### src/rtl/modn_down_counter_pkg.sv
// Shared constants and helpers for the modulo-N down counter.
// Used by the top module and the bench.
package modn_counter_pkg;

    localparam int DEFAULT_MOD = 6;

    // Counter value on reset and the value it wraps to, for the default MOD=6 build.
    localparam logic [2:0] MOD6_RESET_VAL = 3'd0;
    localparam logic [2:0] MOD6_WRAP_VAL  = 3'd5;

    // Like $clog2, but never returns 0, so a counter is always at least 1 bit wide.
    function automatic int clog2_min1(input int n);
        int w;
        w = $clog2(n);
        return (w < 1) ? 1 : w;
    endfunction

endpackage

### src/rtl/modn_down_counter_if.sv
// Command and status bundle for the modulo-N down counter.
// The load/load_val fields exist only when MODN_DOWN_LOAD_EN is defined.
interface modn_down_counter_if #(
    parameter int W = 3
);
    logic         en;
`ifdef MODN_DOWN_LOAD_EN
    logic         load;
    logic [W-1:0] load_val;
`endif
    logic [W-1:0] count;
    logic         zero;
    logic         borrow;

`ifdef MODN_DOWN_LOAD_EN
    modport master (output en, load, load_val, input count, zero, borrow);
    modport slave  (input en, load, load_val, output count, zero, borrow);
`else
    modport master (output en, input count, zero, borrow);
    modport slave  (input en, output count, zero, borrow);
`endif
endinterface

### src/rtl/modn_down_counter_dff_sr.sv
// Single-bit D flip-flop with a synchronous active-high reset.
// The counter uses one of these for each bit.
module dff_sr #(
    parameter logic RST_VAL = 1'b0
) (
    input  logic clk,
    input  logic srst,
    input  logic d,
    output logic q
);
    always_ff @(posedge clk) begin
        if (srst) q <= RST_VAL;
        else      q <= d;
    end
endmodule

### src/rtl/modn_down_counter.sv
// Modulo-N down counter with a borrow output for cascading.
// The optional parallel load is enabled by defining MODN_DOWN_LOAD_EN.
module modn_down_counter
    import modn_counter_pkg::*;
#(
    parameter int MOD = DEFAULT_MOD,
    parameter int W   = clog2_min1(MOD)
) (
    input logic               clk,
    input logic               rst,
    modn_down_counter_if.slave bus
);
    localparam logic [W-1:0] WRAP_VAL = W'(MOD - 1);

    logic [W-1:0] q;
    logic [W-1:0] d;
    logic [W-1:0] dec;
    logic [W-1:0] dec_safe;
    logic [W-1:0] ld_sat;
    logic         take_load;
    logic         take_en;
    logic         illegal;
    logic         zero;

`ifdef MODN_DOWN_LOAD_EN
    assign take_load = bus.load;
    // Out-of-range load values clamp to the top count.
    assign ld_sat    = (int'(bus.load_val) < MOD) ? bus.load_val : WRAP_VAL;
`else
    assign take_load = 1'b0;
    assign ld_sat    = '0;
`endif

    assign take_en = bus.en & ~take_load;

    generate
        if (MOD == 6) begin : g_mod6
            // Hand-reduced decrement: 0->5, 5->4, ..., 1->0.
            assign dec[0] = ~q[0];
            assign dec[1] = (q[1] & q[0]) | (q[2] & ~q[1] & ~q[0]);
            assign dec[2] = (q[2] & q[0]) | (~q[2] & ~q[1] & ~q[0]);
        end else begin : g_generic
            assign dec = (q == '0) ? WRAP_VAL : q - W'(1);
        end
    endgenerate

    // States at or above MOD are recovered to the top count on the next enabled edge.
    assign illegal  = int'(q) >= MOD;
    assign dec_safe = illegal ? WRAP_VAL : dec;

    generate
        for (genvar gi = 0; gi < W; gi++) begin : g_bit
            assign d[gi] = take_load ? ld_sat[gi] :
                           take_en   ? dec_safe[gi] : q[gi];

            dff_sr #(.RST_VAL(1'b0)) u_ff (
                .clk  (clk),
                .srst (rst),
                .d    (d[gi]),
                .q    (q[gi])
            );
        end
    endgenerate

    assign zero       = (q == '0);
    assign bus.count  = q;
    assign bus.zero   = zero;
    assign bus.borrow = bus.en & ~take_load & zero & ~rst;

endmodule

### src/flat_wrapper.sv
// flat-port wrapper written by rule: the top's interface ports become plain ports
module modn_down_counter_flat import modn_counter_pkg::*;
#(
    parameter int MOD = DEFAULT_MOD,
    parameter int W   = clog2_min1(MOD)
)
  (clk, rst, bus_en, bus_count, bus_zero, bus_borrow);
  modn_down_counter_if #(.W(W)) bus_i ();
  input logic clk;
  input logic rst;
  input wire logic [$bits(bus_i.en)-1:0] bus_en;
  output wire logic [$bits(bus_i.count)-1:0] bus_count;
  output wire logic [$bits(bus_i.zero)-1:0] bus_zero;
  output wire logic [$bits(bus_i.borrow)-1:0] bus_borrow;
  assign bus_i.en = bus_en;
  assign bus_count = bus_i.count;
  assign bus_zero = bus_i.zero;
  assign bus_borrow = bus_i.borrow;
  modn_down_counter #(.MOD(MOD), .W(W)) u_core (.clk(clk), .rst(rst), .bus(bus_i));
endmodule
### config.mk
export PLATFORM = sky130hd
export DESIGN_NAME = modn_down_counter_flat
export DESIGN_NICKNAME = d
export VERILOG_FILES = /design/src/rtl/modn_down_counter_pkg.sv /design/src/rtl/modn_down_counter_if.sv /design/src/rtl/modn_down_counter_dff_sr.sv /design/src/rtl/modn_down_counter.sv /design/src/flat_wrapper.sv
export SDC_FILE = /design/constraint.sdc
export NUM_CORES = 1
export LEC_CHECK = 0
export ABC_AREA = 1
export CELL_PAD_IN_SITES_DETAIL_PLACEMENT = 1
export CELL_PAD_IN_SITES_GLOBAL_PLACEMENT = 2
export CORE_AREA = 2 2 39 41
export DETAILED_ROUTE_END_ITERATION = 16
export DIE_AREA = 0 0 41 43
export PLACE_DENSITY = 0.63
export SYNTH_ARGS = -nofsm -noshare
export SYNTH_HDL_FRONTEND = slang
export SYNTH_SLANG_ARGS = --single-unit
### constraint.sdc
create_clock -name clk -period 1 [get_ports clk]
set_clock_uncertainty 0.2 [all_clocks]
set_input_delay 0.2 -clock clk [delete_from_list [all_inputs] [get_ports clk]]
set_output_delay 0.2 -clock clk [all_outputs]
set_load 0.01 [all_outputs]
==> out/qor.csv <==
metric,value,unit
status,"finished, violations left",
failing checks,negative setup slack,
worst hold margin,229,ps
worst setup path class,register to output port,
later-pin clock latency in the skew report,230,ps
hpwl dp,399,µm
Worst Hold Class,input pin to register,
# diodes,0,
clk sinks,3,
Largest register FFs,3,
final instance area,414,µm²
Startpoint Class,register,
Slew @ Worst Pin,116,ps
Synth Instances,26,
share of post-route cells with drive strength above 1,0.756,
first-pass GRT wire length,876,µm
"Seq/Total Area, Yosys",0.353,
CTS tree,done,
met1 GRT Util,0.0801,
Final Slew Violations,0,
mean post-synth cell area,6.54,µm²
Fin. Hold Viols,0,
P&R area growth vs syn,143,%
Setup WS post-layout,-360,ps
Multi-input gate area,120,µm²
CTS Buf Count,3,
fill count,175,
CP max stage cell,dfxtp_2,
"Most flops, register",u_core.g_bit.u_ff.q,
Horiz. Die Dim,41,µm
Pwr per Cell Area,1290,nW/µm²
H-tree depth,1,
final period utilization,1.36,
Die Area,1760,µm²
clk slew on worst S/H paths,30,ps
Mapped Area,170,µm²
number of max-cap violations,0,
RSZ-0062 raised after global routing,true,
Remaining DRCs,0,
final core utilization,0.299,
achievable frequency,735,MHz
Root Buffer Master,clkbuf_4,
placer congestion estimate,0.711,
Max Fanout on Critical Path,2,
met2 GRT Util,0.119,
core area,1380,µm²
CP Cell Sequence,nor2_4 > nand2_2 > nor3_2 > buf_2,
hold_buf cts,0,
CTS Buffer Depth,2,
"FF+latch count, synth",3,
GRT Total Usage,0.0752,
final WL,559,µm
Starting Density,0.123,
CP arrival,960,ps
total leakage power,0.205,nW
routed len/inst,9.16,µm
Via density,3.59,
"Cell Area, Placed",295,µm²
initial antenna violation count,0,
ANT nets after route,0,
Die Height,43,µm
Rel. slew slack,0.922,
I/O pin cnt,8,
"slowest stage delay, CP",320,ps
port buffer count,7,
Layout Nets,49,
final setup violating endpoints,8,
vias in the first global route,231,
Final Critical Period,1360,ps
global-route layer with the greatest usage,met2,
Initial DRC Count,2,
"Distinct cells, synth",10,
Seq. cell area,63.8,µm²
Pre-antenna DRT Iters,2,
M3 GR Usage,0.0157,
Syn. warnings,0,
# rows,14,
CP endpoint kind,output port,
setup TNS,-1880,ps
Mapped Nets,29,
gr ovfl total,0,
Peak VDD IR,0.558,mV
Critical Path RT,600,ps
largest net degree at the start of global routing,5,
total number of vias,219,
Largest regs,u_core.g_bit.u_ff.q: 3 flops,
pre-CTS setup slack,-866,ps
synthesized netlist by cell type:
| library cell | instances | area (µm²) |
|---|---|---|
| nand3_1 | 1 | 5.00 |
| a21oi_2 | 1 | 8.76 |
| a21oi_1 | 2 | 10.0 |
| nor3_1 | 1 | 5.00 |
| buf_4 | 3 | 22.5 |
| dfxtp_1 | 3 | 60.1 |
| inv_1 | 4 | 15.0 |
| nand2_1 | 9 | 33.8 |
| nor2_1 | 1 | 3.75 |
| nor2_2 | 1 | 6.26 |
worst paths after layout:
path / startpoint / to / slack [ps] / depth (start not counted)
worst max-delay path: u_core.g_bit[0].u_ff.q$_SDFFE_PP0P_ / bus_borrow / -360 / 4
worst min register to register: u_core.g_bit[0].u_ff.q$_SDFFE_PP0P_ / u_core.g_bit[0].u_ff.q$_SDFFE_PP0P_ / 430 / 3
worst min-delay path: rst / u_core.g_bit[0].u_ff.q$_SDFFE_PP0P_ / 230 / 3
worst max register to register: u_core.g_bit[2].u_ff.q$_SDFFE_PP0P_ / u_core.g_bit[0].u_ff.q$_SDFFE_PP0P_ / -200 / 7
metrics by stage:
step / std cells / total power, W
finish: 61 / 0.000536
global placement: 53 / 0.000265
detailed placement: 53 / 0.000268
floorplan: 26 / 0.000196
global route: 61 / 0.000575
CTS: 60 / 0.000528
cell usage in the layout, fill, tap and decap left out:
cell / netlist / routed
nor2_4: 0 / 1
nand2_1: 9 / 4
dlygate4sd2_1: 0 / 2
nor3_2: 0 / 1
clkbuf_1: 0 / 1
a21oi_2: 1 / 3
inv_2: 0 / 1
nand2_4: 0 / 1
buf_6: 0 / 9
buf_4: 3 / 6
nor2_1: 1 / 1
dfxtp_2: 0 / 3
buf_2: 0 / 1
inv_1: 4 / 3
nand2_2: 0 / 4
clkbuf_4: 0 / 3
nand3_4: 0 / 1
what timing repair did:
| action | CTS | global route |
|---|---|---|
| gates resized for setup | 41 | 5 |
| pin swaps | 6 | 6 |
| buffers inserted | 6 | 1 |
| endpoints found under the setup margin | 8 | 8 |
routing by layer:
layer,wire (µm),share of wire
met1,215,0.38
met2,316,0.57
met3,26,0.047
met4,0,0
met5,0,0
cells by family after synthesis:
| kind of cell | after synthesis | share of synthesized area |
|---|---|---|
| and+or+nand+nor | 13 | 0.316 |
| buffers and inverters | 7 | 0.221 |
| DFF | 3 | 0.353 |
| AOI/OAI and AO/OA | 3 | 0.110 |
power by group:
group          switching, W  total, W  internal, W
registers        0.00000828  0.000140     0.000132
logic             0.0000816  0.000188     0.000107
clock network     0.0000585  0.000208     0.000149
critical path, delay by kind of cell (launching register included):
kind / cells / cell delay, ps
DFF: 1 / 320
and+or+nand+nor: 3 / 270
buffers and inverters: 1 / 140
cell type report:
cell class / instances / area share
multi-input combinational: 16 / 0.290
inverter: 4 / 0.0363
tap: 16 / 0.0483
clock buffer: 4 / 0.0634
sequential: 3 / 0.154
timing repair buffer: 18 / 0.408
No activity file was read; power rests on OpenSTA's default activity.
